`src/rtl/ab_pattern_tx_if.sv`:
```
// ab_pattern_tx_if: frame request / serial A-B output bundle for ab_pattern_tx.
// LW is derived from WIDTH and is not meant to be overridden.
interface ab_pattern_tx_if #(
  parameter int WIDTH = 8
);
  localparam int LW = $clog2(WIDTH) + 1;

  logic             START;
  logic [WIDTH-1:0] DATA_A;
  logic [WIDTH-1:0] DATA_B;
  logic [LW-1:0]    LEN;
  logic             A;
  logic             B;
  logic             VALID;
  logic             BUSY;
  logic             DONE;

  // Frame source side (bench / upstream controller)
  modport master (
    output START, DATA_A, DATA_B, LEN,
    input  A, B, VALID, BUSY, DONE
  );

  // Transmitter side
  modport slave (
    input  START, DATA_A, DATA_B, LEN,
    output A, B, VALID, BUSY, DONE
  );
endinterface

```
`src/rtl/ab_pattern_tx.sv`:
```
// ab_pattern_tx: loads an A/B frame on START and shifts it out LSB-first,
// one bit pair per clock, with VALID qualifier and a one-cycle DONE pulse.
// Optional feature macro: AB_TX_PARITY_EN adds one even-parity VALID cycle
// (parity of sent A bits on A, of sent B bits on B) before DONE.
module ab_pattern_tx #(
  parameter int WIDTH = 8
) (
  input  logic          CLK,
  input  logic          RST,
  ab_pattern_tx_if.slave bus
);
  localparam int LW = $clog2(WIDTH) + 1;

`ifdef AB_TX_PARITY_EN
  typedef enum logic [1:0] {
    IDLE  = 2'd0,
    SHIFT = 2'd1,
    PAR   = 2'd2,
    FIN   = 2'd3
  } state_t;
`else
  typedef enum logic [1:0] {
    IDLE  = 2'd0,
    SHIFT = 2'd1,
    FIN   = 2'd3
  } state_t;
`endif

  state_t           state_q, state_d;
  logic [WIDTH-1:0] sh_a_q, sh_a_d;
  logic [WIDTH-1:0] sh_b_q, sh_b_d;
  logic [LW-1:0]    cnt_q, cnt_d;
  logic [LW-1:0]    n_q, n_d;
  logic             a_q, a_d;
  logic             b_q, b_d;
  logic             valid_q, valid_d;
  logic             busy_q, busy_d;
  logic             done_q, done_d;
`ifdef AB_TX_PARITY_EN
  logic             pa_a_q, pa_a_d;
  logic             pa_b_q, pa_b_d;
`endif

  // Next-state, datapath update and next output values.
  // Outputs are decoded from the *next* state so they land in flops and
  // the cycle after an edge shows what that state presents.
  always_comb begin
    state_d = state_q;
    sh_a_d  = sh_a_q;
    sh_b_d  = sh_b_q;
    cnt_d   = cnt_q;
    n_d     = n_q;
`ifdef AB_TX_PARITY_EN
    pa_a_d  = pa_a_q;
    pa_b_d  = pa_b_q;
`endif
    a_d     = 1'b0;
    b_d     = 1'b0;
    valid_d = 1'b0;
    busy_d  = 1'b0;
    done_d  = 1'b0;

    case (state_q)
      IDLE: begin
        if (bus.START) begin
          sh_a_d = bus.DATA_A;
          sh_b_d = bus.DATA_B;
          if ((bus.LEN == '0) || (bus.LEN > LW'(WIDTH))) begin
            n_d = LW'(WIDTH);
          end else begin
            n_d = bus.LEN;
          end
          cnt_d = '0;
`ifdef AB_TX_PARITY_EN
          pa_a_d = 1'b0;
          pa_b_d = 1'b0;
`endif
          state_d = SHIFT;
        end
      end
      SHIFT: begin
        sh_a_d = sh_a_q >> 1;
        sh_b_d = sh_b_q >> 1;
        cnt_d  = cnt_q + LW'(1);
`ifdef AB_TX_PARITY_EN
        pa_a_d = pa_a_q ^ sh_a_q[0];
        pa_b_d = pa_b_q ^ sh_b_q[0];
`endif
        if (cnt_q == (n_q - LW'(1))) begin
`ifdef AB_TX_PARITY_EN
          state_d = PAR;
`else
          state_d = FIN;
`endif
        end
      end
`ifdef AB_TX_PARITY_EN
      PAR: begin
        state_d = FIN;
      end
`endif
      FIN: begin
        state_d = IDLE;
      end
      default: begin
        state_d = IDLE;
      end
    endcase

    case (state_d)
      SHIFT: begin
        a_d     = sh_a_d[0];
        b_d     = sh_b_d[0];
        valid_d = 1'b1;
        busy_d  = 1'b1;
      end
`ifdef AB_TX_PARITY_EN
      PAR: begin
        a_d     = pa_a_d;
        b_d     = pa_b_d;
        valid_d = 1'b1;
        busy_d  = 1'b1;
      end
`endif
      FIN: begin
        busy_d = 1'b1;
        done_d = 1'b1;
      end
      default: begin
        busy_d = 1'b0;
      end
    endcase
  end

  // State, datapath and output registers with synchronous reset.
  always_ff @(posedge CLK) begin
    if (RST) begin
      state_q <= IDLE;
      sh_a_q  <= '0;
      sh_b_q  <= '0;
      cnt_q   <= '0;
      n_q     <= '0;
`ifdef AB_TX_PARITY_EN
      pa_a_q  <= 1'b0;
      pa_b_q  <= 1'b0;
`endif
      a_q     <= 1'b0;
      b_q     <= 1'b0;
      valid_q <= 1'b0;
      busy_q  <= 1'b0;
      done_q  <= 1'b0;
    end else begin
      state_q <= state_d;
      sh_a_q  <= sh_a_d;
      sh_b_q  <= sh_b_d;
      cnt_q   <= cnt_d;
      n_q     <= n_d;
`ifdef AB_TX_PARITY_EN
      pa_a_q  <= pa_a_d;
      pa_b_q  <= pa_b_d;
`endif
      a_q     <= a_d;
      b_q     <= b_d;
      valid_q <= valid_d;
      busy_q  <= busy_d;
      done_q  <= done_d;
    end
  end

  assign bus.A     = a_q;
  assign bus.B     = b_q;
  assign bus.VALID = valid_q;
  assign bus.BUSY  = busy_q;
  assign bus.DONE  = done_q;

endmodule
```
`src/flat_wrapper.sv`:
```
// flat-port wrapper written by rule: the top's interface ports become plain ports
module ab_pattern_tx_flat 
#(
  parameter int WIDTH = 8
)
  (CLK, RST, bus_START, bus_DATA_A, bus_DATA_B, bus_LEN, bus_A, bus_B, bus_VALID, bus_BUSY, bus_DONE);
  ab_pattern_tx_if #(.WIDTH(WIDTH)) bus_i ();
  input  logic CLK;
  input  logic RST;
  input wire logic [$bits(bus_i.START)-1:0] bus_START;
  input wire logic [$bits(bus_i.DATA_A)-1:0] bus_DATA_A;
  input wire logic [$bits(bus_i.DATA_B)-1:0] bus_DATA_B;
  input wire logic [$bits(bus_i.LEN)-1:0] bus_LEN;
  output wire logic [$bits(bus_i.A)-1:0] bus_A;
  output wire logic [$bits(bus_i.B)-1:0] bus_B;
  output wire logic [$bits(bus_i.VALID)-1:0] bus_VALID;
  output wire logic [$bits(bus_i.BUSY)-1:0] bus_BUSY;
  output wire logic [$bits(bus_i.DONE)-1:0] bus_DONE;
  assign bus_i.START = bus_START;
  assign bus_i.DATA_A = bus_DATA_A;
  assign bus_i.DATA_B = bus_DATA_B;
  assign bus_i.LEN = bus_LEN;
  assign bus_A = bus_i.A;
  assign bus_B = bus_i.B;
  assign bus_VALID = bus_i.VALID;
  assign bus_BUSY = bus_i.BUSY;
  assign bus_DONE = bus_i.DONE;
  ab_pattern_tx #(.WIDTH(WIDTH)) u_core (.CLK(CLK), .RST(RST), .bus(bus_i));
endmodule
```
`config.mk`:
```
export PLATFORM = sky130hd
export DESIGN_NAME = ab_pattern_tx_flat
export DESIGN_NICKNAME = d
export VERILOG_FILES = /design/src/rtl/ab_pattern_tx_if.sv /design/src/rtl/ab_pattern_tx.sv /design/src/flat_wrapper.sv
export SDC_FILE = /design/constraint.sdc
export NUM_CORES = 1
export LEC_CHECK = 0
export CAP_MARGIN = 0
export CORE_MARGIN = 2
export CORE_UTILIZATION = 35
export DETAILED_ROUTE_END_ITERATION = 16
export MAX_ROUTING_LAYER = met4
export PLACE_DENSITY = 0.68
export SLEW_MARGIN = 20
export SYNTH_ARGS = -nofsm -noshare
export SYNTH_HDL_FRONTEND = slang
export SYNTH_SLANG_ARGS = --single-unit
```
`constraint.sdc`:
```
create_clock -name CLK -period 1.43 [get_ports CLK]
set_clock_uncertainty 0.05 [all_clocks]
set_input_delay 0.2145 -clock CLK [delete_from_list [all_inputs] [get_ports CLK]]
set_output_delay 0.2145 -clock CLK [all_outputs]
set_load 0.02 [all_outputs]
```
==> flow_metrics.tcl, run 1 <==
set metrics [dict create \
    cts_buffer_depth 2 \
    post-dp-hpwl_um 2130 \
    synth_compound_area_share_pct 20.1 \
    multi_input_area_um2 744 \
    synthAdderAreaFrac_pct 1.89 \
    cts_tree "built" \
    netlist_instances 141 \
    critPathCaptureType "register" \
    cts_buffers 3 \
    detail_route.wl_per_cell_um 13.3 \
    power_density_nw_per_um2 985 \
    grt_max_degree 29 \
    layout.cells.non_filler 226 \
    cp_max_fo 2 \
    grt_pass1_wl_um 4850 \
    ys_types 36 \
    place_congestion 0.779 \
    synth.ff_latch_count 28 \
    crit_type "register to register" \
    power.leakage_nw 0.718 \
    start_kind "register" \
    start_util_pct 36.4 \
    maxCapViolCount 0 \
    antenna_found_initial 0 \
    slew_violations 0 \
    syn_area_per_cell_um2 9.37 \
    nets 204 \
    cts.sinks 28 \
    drive_above_1_share_pct 29.8 \
    ys.warnings.count 0 \
    synth-xor-area-share_pct 3.98 \
    dieHeight_um 65.4 \
    area_growth_pct 41.1 \
    hold_violations 0 \
    drc 0 \
    worstSkewPairLatency_ns 0.28 \
    critPathArrivalTime_ns 1.53 \
    hold_class "register to register" \
    drt_iter0_markers 47 \
    die_w_um 65.4 \
    grt_pass1_vias 1126 \
    vias 1153 \
    root_buffer "clkbuf_8" \
    portBuffers 27 \
    fill_cells 349 \
    vdd_drop_max_mv 0.347 \
    core-area_um2 3630 \
    track_usage_pct 15.0 \
    reg2reg_slack_ns 0.04 \
    synth_seq_area_share_pct 42.4 \
    synth_fp_nets 166 \
    postLayoutCoreUtil_pct 51.3 \
    tightestPinTransition_ns 0.324 \
    num_rows 22 \
    syn_area_um2 1320 \
    dieArea_um2 4280 \
    outcome "finished clean" \
    drt_pre_antenna_iters 4 \
    period_share_pct 97.5 \
    slew_headroom_pct 78.3 \
    max_freq_mhz 717 \
    final-setup-viol-count 0 \
    synth_top_family_by_area "simple AND/OR/NAND/NOR gates" \
    grt_overflow 0 \
    drtAntennaViolNets 0 \
    cp.required_ns 1.56 \
    wl_um 3020 \
    seq_area_um2 567 \
    path_clk_slew_ns 0.09 \
    period_needed_ns 1.39 \
    synthSimpleGateAreaFrac_pct 22.5 \
    viasPerCell 5.10 \
    boundaryPins 28 \
    diodes 0 \
    placedCellCount 221 \
    synth_mux_area_share_pct 2.46 \
    cts_max_level 1 \
]
[cell families (layout without fill, tap and decap cells)]
group / count (synthesis) / in the layout
AO/OA/AOI/OAI: 35 / 35
XOR/XNOR: 6 / 6
adder cells (fa/ha/maj): 2 / 2
buffers and inverters: 17 / 54
flip-flops: 28 / 28
multiplexers: 3 / 3
AND/OR/NAND/NOR: 50 / 50
[final cells by class]
cell class              instances  share of cell area, %
multi-input cells              96                   39.9
flip-flops and latches         28                   30.4
inverters                       7                   1.41
well taps                      48                   3.22
clock buffers                   3                   2.21
repair buffers                 43                   21.2
clock inverters                 1                   1.61
[state kept, by name, summed over array words and instances, names as in the netlist, 2 cells and up]
| name | flops |
|---|---|
| u_core.n_q | 4 |
| u_core.state_q | 2 |
| u_core.sh_a_q | 7 |
| u_core.cnt_q | 4 |
| u_core.sh_b_q | 7 |
[cell usage in the layout, fill, tap and decap left out, types with 3 or more instances in the layout]
cell type / Yosys / routed
inv_1: 5 / 3
o21ai_1: 4 / 4
a221oi_1: 3 / 3
nand3b_1: 6 / 6
nand2_1: 4 / 4
o22ai_1: 9 / 9
dfxtp_1: 28 / 23
a21oi_1: 6 / 6
nor2_1: 22 / 22
dfxtp_2: 0 / 5
a211oi_2: 7 / 7
a22oi_1: 4 / 4
clkdlybuf4s50_1: 0 / 21
inv_2: 2 / 4
nor4_2: 2 / 4
xnor2_2: 0 / 3
clkbuf_8: 0 / 3
dlygate4sd2_1: 0 / 6
nor3b_1: 3 / 3
buf_4: 4 / 15
[cells in the mapped netlist]
master | instances | area share, %
dfxtp_1 | 28 | 42
nor2_1 | 22 | 6.3
o22ai_1 | 9 | 4.3
a211oi_2 | 7 | 6.6
a21oi_1 | 6 | 2.3
nand3b_1 | 6 | 3.4
inv_1 | 5 | 1.4
a22oi_1 | 4 | 2.3
buf_4 | 4 | 2.3
clkbuf_1 | 4 | 1.1
nand2_1 | 4 | 1.1
o21ai_1 | 4 | 1.5
xnor2_1 | 4 | 2.7
a221oi_1 | 3 | 2.0
nor3b_1 | 3 | 1.7
ha_1 | 2 | 1.9
inv_2 | 2 | 0.57
nor3_1 | 2 | 0.76
nor3_2 | 2 | 1.5
nor4_1 | 2 | 0.95
nor4_2 | 2 | 1.9
xor2_1 | 2 | 1.3
a211oi_1 | 1 | 0.57
buf_2 | 1 | 0.38
buf_6 | 1 | 0.85
mux2_1 | 1 | 0.85
mux2_2 | 1 | 0.85
mux2i_1 | 1 | 0.76
nand2_2 | 1 | 0.47
nand3_1 | 1 | 0.38
nand4_1 | 1 | 0.47
nor2_2 | 1 | 0.47
nor2b_4 | 1 | 1.0
nor3b_4 | 1 | 1.4
o31ai_1 | 1 | 0.57
or3b_1 | 1 | 0.66
[power breakdown]
group | internal (W) | switching [W] | total (W) | leakage (nW)
clock | 0.000375 | 0.000238 | 0.000613 | 0.0357
sequential | 0.000831 | 0.0000313 | 0.000862 | 0.233
combinational | 0.000191 | 0.000170 | 0.000361 | 0.449
total | 0.00140 | 0.000440 | 0.00184 | 0.718
[stage by stage]
stage                     area [um^2]  setup slack (ns)  power (W)  hold WS [ns]  TNS, ns
after floorplan                  1320            0.0135    0.00107         0.307        0
after global placement           1720            -0.214    0.00120         0.429    -2.14
after global routing             1860           -0.0301    0.00191         0.469  -0.0301
final                            1860            0.0352    0.00184         0.448        0
after CTS                        1800           0.00147    0.00182         0.453        0
after detailed placement         1720            -0.272    0.00121         0.439    -3.01
[routing by layer]
metal | vias up | GRT usage (%) | share of wire, %
li1 | 576 | - | -
met1 | 535 | 17.3 | 43
met2 | 35 | 25.0 | 50
met3 | 7 | 2.05 | 4.7
met4 | 0 | 8.33 | 2.3
met5 | - | - | 0
[path summary, 6_finish.rpt]
check | start | end | depth (start not counted)
worst max-delay path | u_core.n_q[1]$_SDFFE_PP0P_ | u_core.state_q[1]$_SDFF_PP0_ | 6
worst min-delay path | u_core.sh_b_q[4]$_SDFFE_PP0P_ | u_core.sh_b_q[4]$_SDFFE_PP0P_ | 2
worst max register to register | u_core.n_q[1]$_SDFFE_PP0P_ | u_core.state_q[1]$_SDFF_PP0_ | 6
worst min register to register | u_core.sh_b_q[4]$_SDFFE_PP0P_ | u_core.sh_b_q[4]$_SDFFE_PP0P_ | 2
[repair_timing]
item                       CTS  global route
setup endpoints to repair   10             6
resized for setup           12            12
pin swaps                    2             5
hold buffers                 0             0
buffers inserted             0             1
[worst max-delay path, cell delays in order, from the launching register on]
cell     delay, ns
dfxtp_2       0.34
inv_2         0.04
ha_4          0.15
xnor2_2       0.15
xnor2_2       0.17
buf_4         0.16
nor4_2        0.24
Power figures use the tool's default switching activity.
==> inputs of run 2 (changes only) <==
--- a/config.mk
+++ b/config.mk
@@ -11,6 +11,7 @@
 export DETAILED_ROUTE_END_ITERATION = 16
 export MAX_ROUTING_LAYER = met4
 export PLACE_DENSITY = 0.68
+export SKIP_CTS_REPAIR_TIMING = 1
 export SLEW_MARGIN = 20
 export SYNTH_ARGS = -nofsm -noshare
 export SYNTH_HDL_FRONTEND = slang
==> constraint.sdc (replaced) <==
create_clock -name CLK -period 1.43 [get_ports CLK]
set_clock_uncertainty 0.05 [all_clocks]
set_input_delay 0.2145 -clock CLK [delete_from_list [all_inputs] [get_ports CLK]]
set_output_delay 0.2145 -clock CLK [all_outputs]
set_load 0.05 [all_outputs]
==> flow_metrics.tcl, run 2 (same netlist as run 1, synthesis figures left out) <==
set metrics [dict create \
    outcome "finished with violations" \
    violations "negative setup slack" \
    max_freq_mhz 688 \
    maxCapViolCount 0 \
    portBuffers 27 \
    hold_end "u_core.sh_b_q[4]$_SDFFE_PP0P_" \
    place_congestion 0.804 \
    power_density_nw_per_um2 922 \
    cp.required_ns 1.55 \
    switching_share_pct 26.2 \
    drive_above_1_share_pct 30.5 \
    cts_buffers 3 \
    drtAntennaViolNets 0 \
    start_util_pct 36.4 \
    nets 203 \
    postLayoutCoreUtil_pct 51.9 \
    fin_area_um2 1890 \
    top_regs "u_core.sh_a_q x7, u_core.sh_b_q x7" \
    vdd_drop_max_mv 0.348 \
    path_clk_slew_ns 0.09 \
    dieHeight_um 65.4 \
    p_int_w 0.00128 \
    reg2reg_depth 6 \
    r2r-end "u_core.bus.VALID$_SDFF_PP0_" \
    cp_max_fo 3 \
    placedCellCount 221 \
    num_rows 22 \
    setup_tns_ns -0.0296 \
    tightestPinTransition_ns 0.445 \
    dieArea_um2 4280 \
    combPwrFrac_pct 22.3 \
    p_seq_share_pct 49.7 \
    power.leakage_nw 0.707 \
    vias 1148 \
    drt_iter0_markers 47 \
    critPathArrivalTime_ns 1.57 \
    rsz0062_at_grt "true" \
    post-dp-hpwl_um 2160 \
    track_usage_pct 15.0 \
    viasPerCell 5.10 \
    root_buffer "clkbuf_8" \
    critPathCaptureType "register" \
    grt_pass1_wl_um 4900 \
    core-area_um2 3630 \
    hold_depth 2 \
    cts.sinks 28 \
    antenna_found_initial 0 \
    period_share_pct 102 \
    detail_route.wl_per_cell_um 12.8 \
    hold_class "register to register" \
    drt_pre_antenna_iters 4 \
    slew_headroom_pct 70.1 \
    mostFrequentLayoutCell "dfxtp_1" \
    grt_pass1_vias 1124 \
    area_growth_pct 42.7 \
    die_w_um 65.4 \
    drc 0 \
    final-setup-viol-count 3 \
    worstSkewPairLatency_ns 0.27 \
    boundaryPins 28 \
    hp-start "u_core.sh_b_q[4]$_SDFFE_PP0P_" \
    reg2reg_slack_ns -0.02 \
    wl_um 2880 \
    layout_common_cells "dfxtp_1 (24), nor2_1 (22), clkdlybuf4s50_1 (22), buf_4 (14), o22ai_1 (9)" \
    diodes 0 \
    cts_tree "built" \
    worst_slack_ns -0.0242 \
    crit_type "register to register" \
    cts_buffer_depth 2 \
    slew_violations 0 \
    hold_violations 0 \
    placed_cell_area_um2 1770 \
    r2r_start "u_core.n_q[0]$_SDFFE_PP0P_" \
    grt_overflow 0 \
    p_switching_w 0.000456 \
    start_kind "register" \
    pre_cts_ws_ns -0.195 \
    period_needed_ns 1.45 \
    clockPowerShare_pct 28.0 \
    cts_max_level 1 \
    grt_max_degree 16 \
    layout.cells.non_filler 225 \
]
[run 2: power by group through the flow]
| stage | Clock [W] | Combinational [W] | Sequential (W) |
|---|---|---|---|
| 2_1_floorplan | 0 | 0.000191 | 0.000900 |
| 3_3_place_gp | 0 | 0.000360 | 0.000880 |
| 3_5_place_dp | 0 | 0.000369 | 0.000883 |
| 4_1_cts | 0.000499 | 0.000371 | 0.000864 |
| 5_1_grt | 0.000538 | 0.000422 | 0.000871 |
| 6_report | 0.000486 | 0.000388 | 0.000864 |
[run 2: worst max path at each step]
stage	from	endpoint	slack (ns)	depth (start not counted)
floorplan	u_core.n_q[0]$_SDFFE_PP0P_	u_core.bus.VALID$_SDFF_PP0_	0.01	6
global placement	bus_START	u_core.cnt_q[3]$_SDFFE_PP0P_	-0.17	5
detailed placement	bus_START	u_core.cnt_q[3]$_SDFFE_PP0P_	-0.20	5
CTS	u_core.n_q[0]$_SDFFE_PP0P_	u_core.bus.VALID$_SDFF_PP0_	-0.01	6
global route	u_core.n_q[0]$_SDFFE_PP0P_	u_core.bus.VALID$_SDFF_PP0_	-0.11	6
finish	u_core.n_q[0]$_SDFFE_PP0P_	u_core.bus.VALID$_SDFF_PP0_	-0.02	6
[run 2: critical path: stages (launching register included)]
cell,delay [ns]
dfxtp_2,0.33
inv_1,0.06
ha_4,0.27
xor2_2,0.15
nand3_2,0.13
nor3_4,0.28
nor3_2,0.08
[run 2: per-stage QoR]
| stage | hold slack, ns | total power (W) |
|---|---|---|
| after floorplan | 0.307 | 0.00109 |
| after global routing | 0.478 | 0.00183 |
| after global placement | 0.425 | 0.00124 |
| after CTS | 0.446 | 0.00173 |
| final | 0.444 | 0.00174 |
| after detailed placement | 0.433 | 0.00125 |
[run 2: layout make-up]
| type | count | area [um^2] |
|---|---|---|
| Sequential cell | 28 | 568 |
| Clock buffer | 4 | 55.1 |
| Multi-Input combinational cell | 96 | 731 |
| Tap cell | 48 | 60.1 |
| Timing Repair Buffer | 42 | 445 |
| Inverter | 7 | 26.3 |
| Fill cell | 336 | 1750 |
[run 2: metal layers]
metal	share of wire, %	GRT usage, %	up-vias
met3	4.1	1.88	5
met5	0	-	-
li1	-	-	577
met4	2.1	7.03	0
met1	44	17.8	540
met2	49	25.4	26
